[config.mk]
export PLATFORM = sky130hd
export DESIGN_NAME = countdown_timer_mux
export DESIGN_NICKNAME = d
export VERILOG_FILES = /design/src/rtl/countdown_pkg.sv /design/src/rtl/countdown_timer_mux_seg7_decode.sv /design/src/rtl/countdown_timer_mux.sv
export SDC_FILE = /design/constraint.sdc
export NUM_CORES = 1
export LEC_CHECK = 0
export CORE_MARGIN = 8
export CORE_UTILIZATION = 54
export DETAILED_ROUTE_END_ITERATION = 10
export GPL_ROUTABILITY_DRIVEN = 0
export PLACE_DENSITY = 0.78
export SETUP_SLACK_MARGIN = 0.3
export SYNTH_ARGS = -nofsm -noshare
export SYNTH_HDL_FRONTEND = slang
export SYNTH_SLANG_ARGS = --single-unit
[constraint.sdc]
create_clock -name clk -period 2 [get_ports clk]
set_input_delay 0.4 -clock clk [delete_from_list [all_inputs] [get_ports clk]]
set_output_delay 0.4 -clock clk [all_outputs]
set_load 0.1 [all_outputs]
[src/rtl/countdown_pkg.sv]
// countdown_pkg
// Shared definitions for the BCD countdown timer: the control FSM state
// type and the active-low seven-segment patterns, ordered {a,b,c,d,e,f,g}.
// No ports.
package countdown_pkg;

    typedef enum logic [1:0] {
        ST_IDLE   = 2'd0,
        ST_RUN    = 2'd1,
        ST_PAUSED = 2'd2,
        ST_DONE   = 2'd3
    } state_e;

    localparam logic [6:0] SEG_0     = 7'b0000001;
    localparam logic [6:0] SEG_1     = 7'b1001111;
    localparam logic [6:0] SEG_2     = 7'b0010010;
    localparam logic [6:0] SEG_3     = 7'b0000110;
    localparam logic [6:0] SEG_4     = 7'b1001100;
    localparam logic [6:0] SEG_5     = 7'b0100100;
    localparam logic [6:0] SEG_6     = 7'b0100000;
    localparam logic [6:0] SEG_7     = 7'b0001111;
    localparam logic [6:0] SEG_8     = 7'b0000000;
    localparam logic [6:0] SEG_9     = 7'b0000100;
    localparam logic [6:0] SEG_BLANK = 7'b1111111;

endpackage

[src/rtl/countdown_timer_mux_seg7_decode.sv]
// seg7_decode
// Combinational BCD digit to active-low seven-segment pattern.
// Ports:
//   bcd  in  4  BCD digit (0..9)
//   seg  out 7  active-low segments {a,b,c,d,e,f,g}; codes above 9 show blank
module seg7_decode
    import countdown_pkg::*;
(
    input  logic [3:0] bcd,
    output logic [6:0] seg
);

    always_comb begin
        case (bcd)
            4'd0:    seg = SEG_0;
            4'd1:    seg = SEG_1;
            4'd2:    seg = SEG_2;
            4'd3:    seg = SEG_3;
            4'd4:    seg = SEG_4;
            4'd5:    seg = SEG_5;
            4'd6:    seg = SEG_6;
            4'd7:    seg = SEG_7;
            4'd8:    seg = SEG_8;
            4'd9:    seg = SEG_9;
            default: seg = SEG_BLANK;
        endcase
    end

endmodule

[src/rtl/countdown_timer_mux.sv]
// countdown_timer_mux
// Parametrised BCD down counter with start/pause, optional auto-reload,
// a terminal-count pulse and a time-multiplexed common-anode display driver.
// Ports:
//   clk       in  1         system clock, rising edge
//   rst_n     in  1         asynchronous active-low reset
//   load      in  1         load load_val (clamped per digit to 9) into count and reload
//   load_val  in  4*DIGITS  BCD start value, digit 0 in [3:0]
//   start     in  1         start/resume counting
//   pause     in  1         suspend counting
//   wrap_en   in  1         reload and continue when the count reaches zero
//   seg       out 7         active-low segments {a..g} for the scanned digit
//   an        out DIGITS    active-low one-hot digit enable
//   running   out 1         high while counting
//   done      out 1         one-cycle pulse when the count first reads zero
//
// state      | meaning
// -----------+-----------------------------------------------------------
// ST_IDLE    | loaded or reset, waiting for start
// ST_RUN     | prescaler running, count decrements on each tick
// ST_PAUSED  | counting suspended, prescaler value retained
// ST_DONE    | count reached zero without reload; only load leaves it
module countdown_timer_mux
    import countdown_pkg::*;
#(
    parameter int DIGITS   = 4,
    parameter int TICK_DIV = 50_000_000,
    parameter int SCAN_DIV = 100_000,
    parameter int BLANK_LZ = 0
) (
    input  logic                  clk,
    input  logic                  rst_n,
    input  logic                  load,
    input  logic [4*DIGITS-1:0]   load_val,
    input  logic                  start,
    input  logic                  pause,
    input  logic                  wrap_en,
    output logic [6:0]            seg,
    output logic [DIGITS-1:0]     an,
    output logic                  running,
    output logic                  done
);

    localparam int TW = $clog2(TICK_DIV);
    localparam int SW = (SCAN_DIV > 1) ? $clog2(SCAN_DIV) : 1;
    localparam int IW = (DIGITS > 1) ? $clog2(DIGITS) : 1;

    localparam logic [TW-1:0] TICK_LAST = TW'(TICK_DIV - 1);
    localparam logic [SW-1:0] SCAN_LAST = SW'(SCAN_DIV - 1);
    localparam logic [IW-1:0] IDX_LAST  = IW'(DIGITS - 1);

    state_e                state, state_nxt;
    logic [4*DIGITS-1:0]   count, count_nxt;
    logic [4*DIGITS-1:0]   reload, reload_nxt;
    logic [TW-1:0]         tick_cnt, tick_nxt;
    logic                  done_nxt;

    logic [SW-1:0]         scan_cnt;
    logic [IW-1:0]         dig_idx;

    logic [4*DIGITS-1:0]   load_clamped;
    logic [4*DIGITS-1:0]   count_dec;
    logic [DIGITS-1:0]     borrow;
    logic [DIGITS-1:0]     upper_zero;

    logic [3:0]            cur_digit;
    logic                  disp_blank;
    logic [6:0]            dec_seg;

    // borrow[g]: every digit below g is zero, so digit g must decrement.
    // upper_zero[g]: digit g and all digits above it are zero.
    assign borrow[0] = 1'b1;

    for (genvar g = 0; g < DIGITS; g++) begin : g_digit
        logic [3:0] dig;
        assign dig = count[4*g +: 4];

        assign load_clamped[4*g +: 4] = (load_val[4*g +: 4] > 4'd9) ? 4'd9 : load_val[4*g +: 4];

        assign count_dec[4*g +: 4] = !borrow[g]    ? dig   :
                                     (dig == 4'd0) ? 4'd9  : dig - 4'd1;

        if (g < DIGITS - 1) begin : g_chain
            assign borrow[g+1]   = borrow[g] && (dig == 4'd0);
            assign upper_zero[g] = (dig == 4'd0) && upper_zero[g+1];
        end else begin : g_top
            assign upper_zero[g] = (dig == 4'd0);
        end
    end

    always_comb begin
        state_nxt  = state;
        count_nxt  = count;
        reload_nxt = reload;
        tick_nxt   = tick_cnt;
        done_nxt   = 1'b0;

        if (load) begin
            count_nxt  = load_clamped;
            reload_nxt = load_clamped;
            tick_nxt   = '0;
            state_nxt  = ST_IDLE;
        end else begin
            case (state)
                ST_RUN: begin
                    if (pause) begin
                        state_nxt = ST_PAUSED;
                    end else if (tick_cnt == TICK_LAST) begin
                        tick_nxt = '0;
                        // A zero count in RUN only survives from a wrap: show it
                        // for one full tick, then restart from the reload value.
                        if (count == '0) begin
                            count_nxt = reload;
                        end else begin
                            count_nxt = count_dec;
                            if (count_dec == '0) begin
                                done_nxt = 1'b1;
                                if (!wrap_en || (reload == '0))
                                    state_nxt = ST_DONE;
                            end
                        end
                    end else begin
                        tick_nxt = tick_cnt + 1'b1;
                    end
                end
                ST_IDLE, ST_PAUSED: begin
                    if (!pause && start && (count != '0))
                        state_nxt = ST_RUN;
                end
                default: ;
            endcase
        end
    end

    always_ff @(posedge clk or negedge rst_n) begin
        if (!rst_n) begin
            state    <= ST_IDLE;
            count    <= '0;
            reload   <= '0;
            tick_cnt <= '0;
            running  <= 1'b0;
            done     <= 1'b0;
        end else begin
            state    <= state_nxt;
            count    <= count_nxt;
            reload   <= reload_nxt;
            tick_cnt <= tick_nxt;
            running  <= (state_nxt == ST_RUN);
            done     <= done_nxt;
        end
    end

    always_comb begin
        cur_digit  = '0;
        disp_blank = 1'b0;
        for (int i = 0; i < DIGITS; i++) begin
            if (dig_idx == IW'(i)) begin
                cur_digit  = count[4*i +: 4];
                disp_blank = (BLANK_LZ != 0) && (i != 0) && upper_zero[i];
            end
        end
    end

    seg7_decode u_seg7_decode (
        .bcd (cur_digit),
        .seg (dec_seg)
    );

    always_ff @(posedge clk or negedge rst_n) begin
        if (!rst_n) begin
            scan_cnt <= '0;
            dig_idx  <= '0;
            an       <= ~(DIGITS'(1));
            seg      <= SEG_0;
        end else begin
            if (scan_cnt == SCAN_LAST) begin
                scan_cnt <= '0;
                dig_idx  <= (dig_idx == IDX_LAST) ? '0 : dig_idx + 1'b1;
            end else begin
                scan_cnt <= scan_cnt + 1'b1;
            end
            an  <= ~(DIGITS'(1) << dig_idx);
            seg <= disp_blank ? SEG_BLANK : dec_seg;
        end
    end

endmodule

=== Word level (Yosys, flattened, before mapping) ===
Memories as Yosys holds them, arrays and structs flattened. A register that Yosys moved wholly into a read port is not among the register bits.
Index checks and enable logic that the tools add are counted.

* $add $sub $neg: 7
* $lt $le $gt $ge: 4
* Equal/unequal tests: 9
* Shifts and indexed selects: 1
* Muxes and demuxes: 40
* Bitwise operators: 1
* Reduce and logical (&&, ||, !) cells: 23

{| class="wikitable"
|+ Operators with widths
! kind !! number
|-
| 2-to-1 mux 26 bit || 4
|-
| 2-to-1 mux 16 bit || 5
|-
| 2-to-1 mux 4 bit || 15
|-
| logical NOT 16 bit || 3
|-
| adder 26 x 1 -> 26 bit (second input constant) || 1
|-
| == test 26 bit (second input constant) || 1
|-
| adder 17 x 1 -> 17 bit (second input constant) || 1
|-
| == test 17 bit (second input constant) || 1
|-
| 2-to-1 mux 17 bit || 1
|-
| > comparator 4 bit (second input constant) || 4
|-
| logical NOT 4 bit || 4
|-
| 2-to-1 mux 2 bit || 8
|-
| nonzero test 16 bit || 1
|-
| subtractor 4 x 1 -> 4 bit (second input constant) || 4
|-
| == test 2 x 1 -> 1 bit (second input constant) || 3
|-
| == test 2 bit (second input constant) || 3
|-
| 2-to-1 mux 1 bit || 6
|-
| logical AND 1 bit || 4
|-
| logical NOT 2 bit || 2
|-
| NOT 4 bit || 1
|-
| case mux 2 bit (2 select lines) || 1
|-
| nonzero test 2 bit || 2
|-
| left shift 1 x 2 -> 4 bit (first input constant) || 1
|-
| logical NOT 1 bit || 3
|-
| other kinds (6) || 6
|}

* Register bits: 85
* Bits in read-only memories: 112
* Bits of input ports: 22
* Output and inout port bits: 13
* Word-level logic and storage cells: 95
* Memories: 1

{| class="wikitable"
|+ Memory list
! memory !! words !! width !! read ports !! clocked after memory_dff !! write ports !! line !! text
|-
| (no name shown) || 16 || 7 || 1 || 1 || 0 || countdown_timer_mux_seg7_decode.sv:14 || <nowiki>case (bcd)</nowiki>
|}

=== Logic depth before layout (Yosys ltp) ===
* Depth in word-level cells: 12
* Mapped depth: 10
* Depth with buffers taken out: 9

=== Modules after synthesis ===
Synthesis repeated with hierarchy kept, for this count alone.

* Cell total of the unflattened synthesis: 554
* Area, all modules: 4974.8 um2

{| class="wikitable"
|+ Modules (own cells, without submodules)
! module !! instances !! cells each !! area each (um2)
|-
| countdown_timer_mux || 1 || 521 || 4764.6
|-
| seg7_decode || 1 || 33 || 210.2
|}

=== Least setup slack after synthesis ===
Ideal clock, no wire load.

* Path kind: register to register
* From: reg count[5]
* To: reg count[0]
* Library setup time: 0.124 ns
* Arrival: 2.064 ns
* Data required time: 1.876 ns
* Setup slack: -0.188 ns
* Cell stages (with the launch flop): 8
* Path buffers: 2
* Period minus slack after synthesis: 2.188 ns
* Path through: dfrtp_1 > buf_6 > or4_4 > or4_1 > buf_2 > nor2_1 > nor3_1 > o31a_1

* Cells in the longest elaborated chain, start to end: 6

{| class="wikitable"
|+ Ends and longest elaborated chain
! what !! line !! text
|-
| from (decl) || countdown_timer_mux.sv:53 || <nowiki>logic [4*DIGITS-1:0] count, count_nxt;</nowiki>
|-
| from (signal assigned) || countdown_timer_mux.sv:145 || <nowiki>count <= count_nxt;</nowiki>
|-
| logical NOT 16 bit || countdown_timer_mux.sv:112 || <nowiki>if (count == '0) begin</nowiki>
|-
| 2-to-1 mux 16 bit || countdown_timer_mux.sv:112 ||
|-
| 2-to-1 mux 16 bit || countdown_timer_mux.sv:108 || <nowiki>end else if (tick_cnt == TICK_LAST) begin</nowiki>
|-
| 2-to-1 mux 16 bit || countdown_timer_mux.sv:106 || <nowiki>if (pause) begin</nowiki>
|-
| 2-to-1 mux 16 bit || countdown_timer_mux.sv:104 || <nowiki>case (state)</nowiki>
|-
| 2-to-1 mux 16 bit || countdown_timer_mux.sv:98 || <nowiki>if (load) begin</nowiki>
|}

Every way passes these cells. The select of a mux whose other input is x is not followed.
A chain may end at the register's enable or synchronous reset.

=== Worst setup path in the final report ===
* From: reg count[13]
* To: reg count[9]

Same word-level chain as after synthesis.

==> impl_metrics.csv <==
group,metric,value,unit
drt,drcViolationCount,0,
cells_and_area,layout.nets,754,
drt,antenna_left,0,
clocking,cts_sinks,92,
setup_path,path_cells,"or4_4, or4_4, o22ai_1, a311oi_1, o31ai_2",
run_status,violations,"setup timing",
sta,setup_ws,-400,ps
drt,drt_wl_total,21900,um
job,max_cap_violations,0,
yosys,synth-seq-cells,92,
clocking,cts.clk_slew.worst_paths,120,ps
clocking,htree_num_levels,3,
sta,tightest_slew,456,ps
floorplan,pin_count,35,
drt,drt_iter0_markers,981,
floorplan,fp-row-count,35,
global_routing,grt_pass1_wl,28000,um
power,p_leak,3.35,nW
sta,grt_setup_unrepaired,"yes",
setup_path,critPathLaunchType,"flop",
global_routing,grt_max_degree,30,
global_routing,track_usage,0.268,
sta,fin_crit_sh,1.20,
global_routing,overflow,0,
clocking,clock_latency,380,ps
sta,hold_viol_final,0,
yosys,async_flop_share,1.00,
clocking,clock_path_buffers,2,
setup_path,crit_required,2260,ps
yosys,synth-main-ff-cell,"dfrtp_1",
yosys,ys_warn_count,0,
sta,finClkSkew,25.7,ps
global_routing,antenna_found_initial,0,
placement,hpwl,10100,um
min_path,hp-class,"input pin to flop",
cells_and_area,area_delta_synth_final,51.1,%
drt,dr_total_vias,5965,
sta,slew_headroom,0.693,
drt,dr.pass1.iters,6,
floorplan,dieArea,0.0129,sq mm
setup_path,crit_top_cell,"or4_4",
cells_and_area,antennaDiodeCount,0,
cells_and_area,fill_cells,411,
cells_and_area,final_core_util,0.841,
run_status,status,"finished, violations left",
global_routing,grt_pass1_vias,5639,
clocking,cts_tree,"yes",
setup_path,critical_path_arrival,2660,ps
drt,vias_per_cell,6.98,
placement,dp_slack,-265,ps
sta,max_freq,0.417,GHz
floorplan,die_w,114,um
yosys,synthCells,554,
floorplan,core,0.00924,sq mm
yosys,synth_edf_count,0,
yosys,avgSynthCellArea,9.28,sq um
clocking,numCtsBuffers,9,
power,p_per_area,584,mW/mm^2
yosys,synth_area,0.00514,sq mm
sta,period_minus_slack,2400,ps
clocking,root_buffer,"clkbuf_8",
drt,routedWlPerCell,25.7,um
setup_path,crit_fanout,5,
yosys,ys_seq_area_frac,0.449,
setup_path,reg2reg_slack,-400,ps
setup_path,endpoint_kind,"flop",
yosys,syn-num-nets,588,
yosys,ys_types,70,
sta,maxSlewViolCount,0,
sta,setup_violations,26,
placement,port_buffers,34,
floorplan,die_y,114,um
power,max-vdd-ir-drop,397,uV
setup_path,criticalPathCategory,"flop to flop",
floorplan,initial_core_util,0.557,
cells_and_area,drive_gt1_frac,0.418,
setup_path,max_stage_delay,640,ps
setup_path,slowest_stage,"or4_4",
sequential cells by signal, summed over array words and instances (netlist names):
signal	count
running	1
an	4
scan_cnt	17
count	16
reload	16
tick_cnt	26
state	2
seg	7
done	1
dig_idx	2
synthesized netlist by cell type (all sizes together), types with 4 or more instances:
library cell | count | share of area
buf | 8 | 0.010
nand3b | 5 | 0.0097
and3 | 12 | 0.015
a21oi | 25 | 0.024
nor2 | 48 | 0.035
xnor2 | 15 | 0.026
nor3 | 22 | 0.023
nand2b | 5 | 0.0061
clkbuf | 20 | 0.015
nand4 | 15 | 0.018
or4 | 8 | 0.012
a31oi | 7 | 0.0085
dfstp | 4 | 0.020
nor4b | 4 | 0.0068
and4 | 6 | 0.010
and2 | 4 | 0.0049
o21a | 8 | 0.012
o211ai | 5 | 0.0073
o31a | 4 | 0.0068
nand2 | 40 | 0.029
nor4 | 22 | 0.029
a21o | 11 | 0.016
a31o | 5 | 0.0085
a22oi | 5 | 0.0073
o21ai | 31 | 0.030
inv | 29 | 0.021
nand3 | 23 | 0.022
ha | 12 | 0.029
dfrtp | 88 | 0.43
nor2b | 4 | 0.0049
xor2 | 9 | 0.015
o31ai | 7 | 0.012
routing by layer:
metal / wire (um) / GRT usage
met1: 7770 / 0.317
met2: 9900 / 0.456
met3: 2340 / 0.0502
met4: 1900 / 0.141
met5: 0 / 0
power by group:
group | switching, mW | internal [mW]
Clock | 0.759 | 0.748
Combinational | 0.641 | 0.380
Sequential | 0.0726 | 1.94
Total | 1.47 | 3.07
area by class of cell:
class | count | area (sq um) | area share
flip-flops and latches | 92 | 2320 | 0.298
repair buffers | 182 | 1630 | 0.210
inverters | 29 | 114 | 0.0146
clock buffers | 11 | 141 | 0.0182
multi-input cells | 406 | 3320 | 0.428
well taps | 129 | 161 | 0.0208
clock inverters | 5 | 83.8 | 0.0108
cell families after synthesis:
| kind of cell | share of synthesized area |
|---|---|
| buffers and inverters | 0.0460 |
| flip-flops | 0.449 |
| XOR/XNOR | 0.0409 |
| adder cells (fa/ha/maj) | 0.0292 |
| AO/OA/AOI/OAI | 0.179 |
| multiplexers | 0.0102 |
| AND/OR/NAND/NOR | 0.246 |
worst max-delay path: cells and delay by family, from the launching register on:
| family | cells | cell delay [ps] |
|---|---|---|
| compound gates | 3 | 640 |
| flops | 1 | 450 |
| simple gates | 2 | 1190 |
through the flow:
stage / hold WS, ps / cell area [sq um] / TNS, ps / power, mW / std cells
after detailed placement: 363 / 6300 / -5300 / 2.78 / 767
after global routing: 288 / 7770 / -4810 / 4.63 / 854
after floorplan: 104 / 5360 / -1330 / 2.48 / 554
after global placement: 361 / 6300 / -3670 / 2.76 / 767
after CTS: 299 / 7300 / -868 / 4.29 / 828
final: 296 / 7770 / -3900 / 4.54 / 854
layout by cell type (no fill, tap or decap), drive strengths merged, types with 22 or more instances in the layout:
cell type	n
nor3	22
buf	162
o21ai	31
nand3	23
nand2	40
inv	30
nor4	22
dfrtp	88
a21oi	25
nor2	48
final timing paths:
kind | depth (start not counted) | end | from
setup / recovery | 5 | count[9] | count[13]
hold / removal | 2 | tick_cnt[9] | load
setup reg to reg | 5 | count[9] | count[13]
hold reg to reg | 1 | scan_cnt[0] | scan_cnt[0]
max in group asynchronous | 3 | an[2] | rst_n
min in group asynchronous | 2 | reload[4] | rst_n
timing repair:
item                       CTS  global route
resized for setup           95            64
setup endpoints to repair   50            53
hold buffers                 1             0
setup buffers               43            26
pin swaps                   60            49
cloned                       1             0
hold endpoints to repair    25             0
No activity file was read; power rests on OpenSTA's default activity.
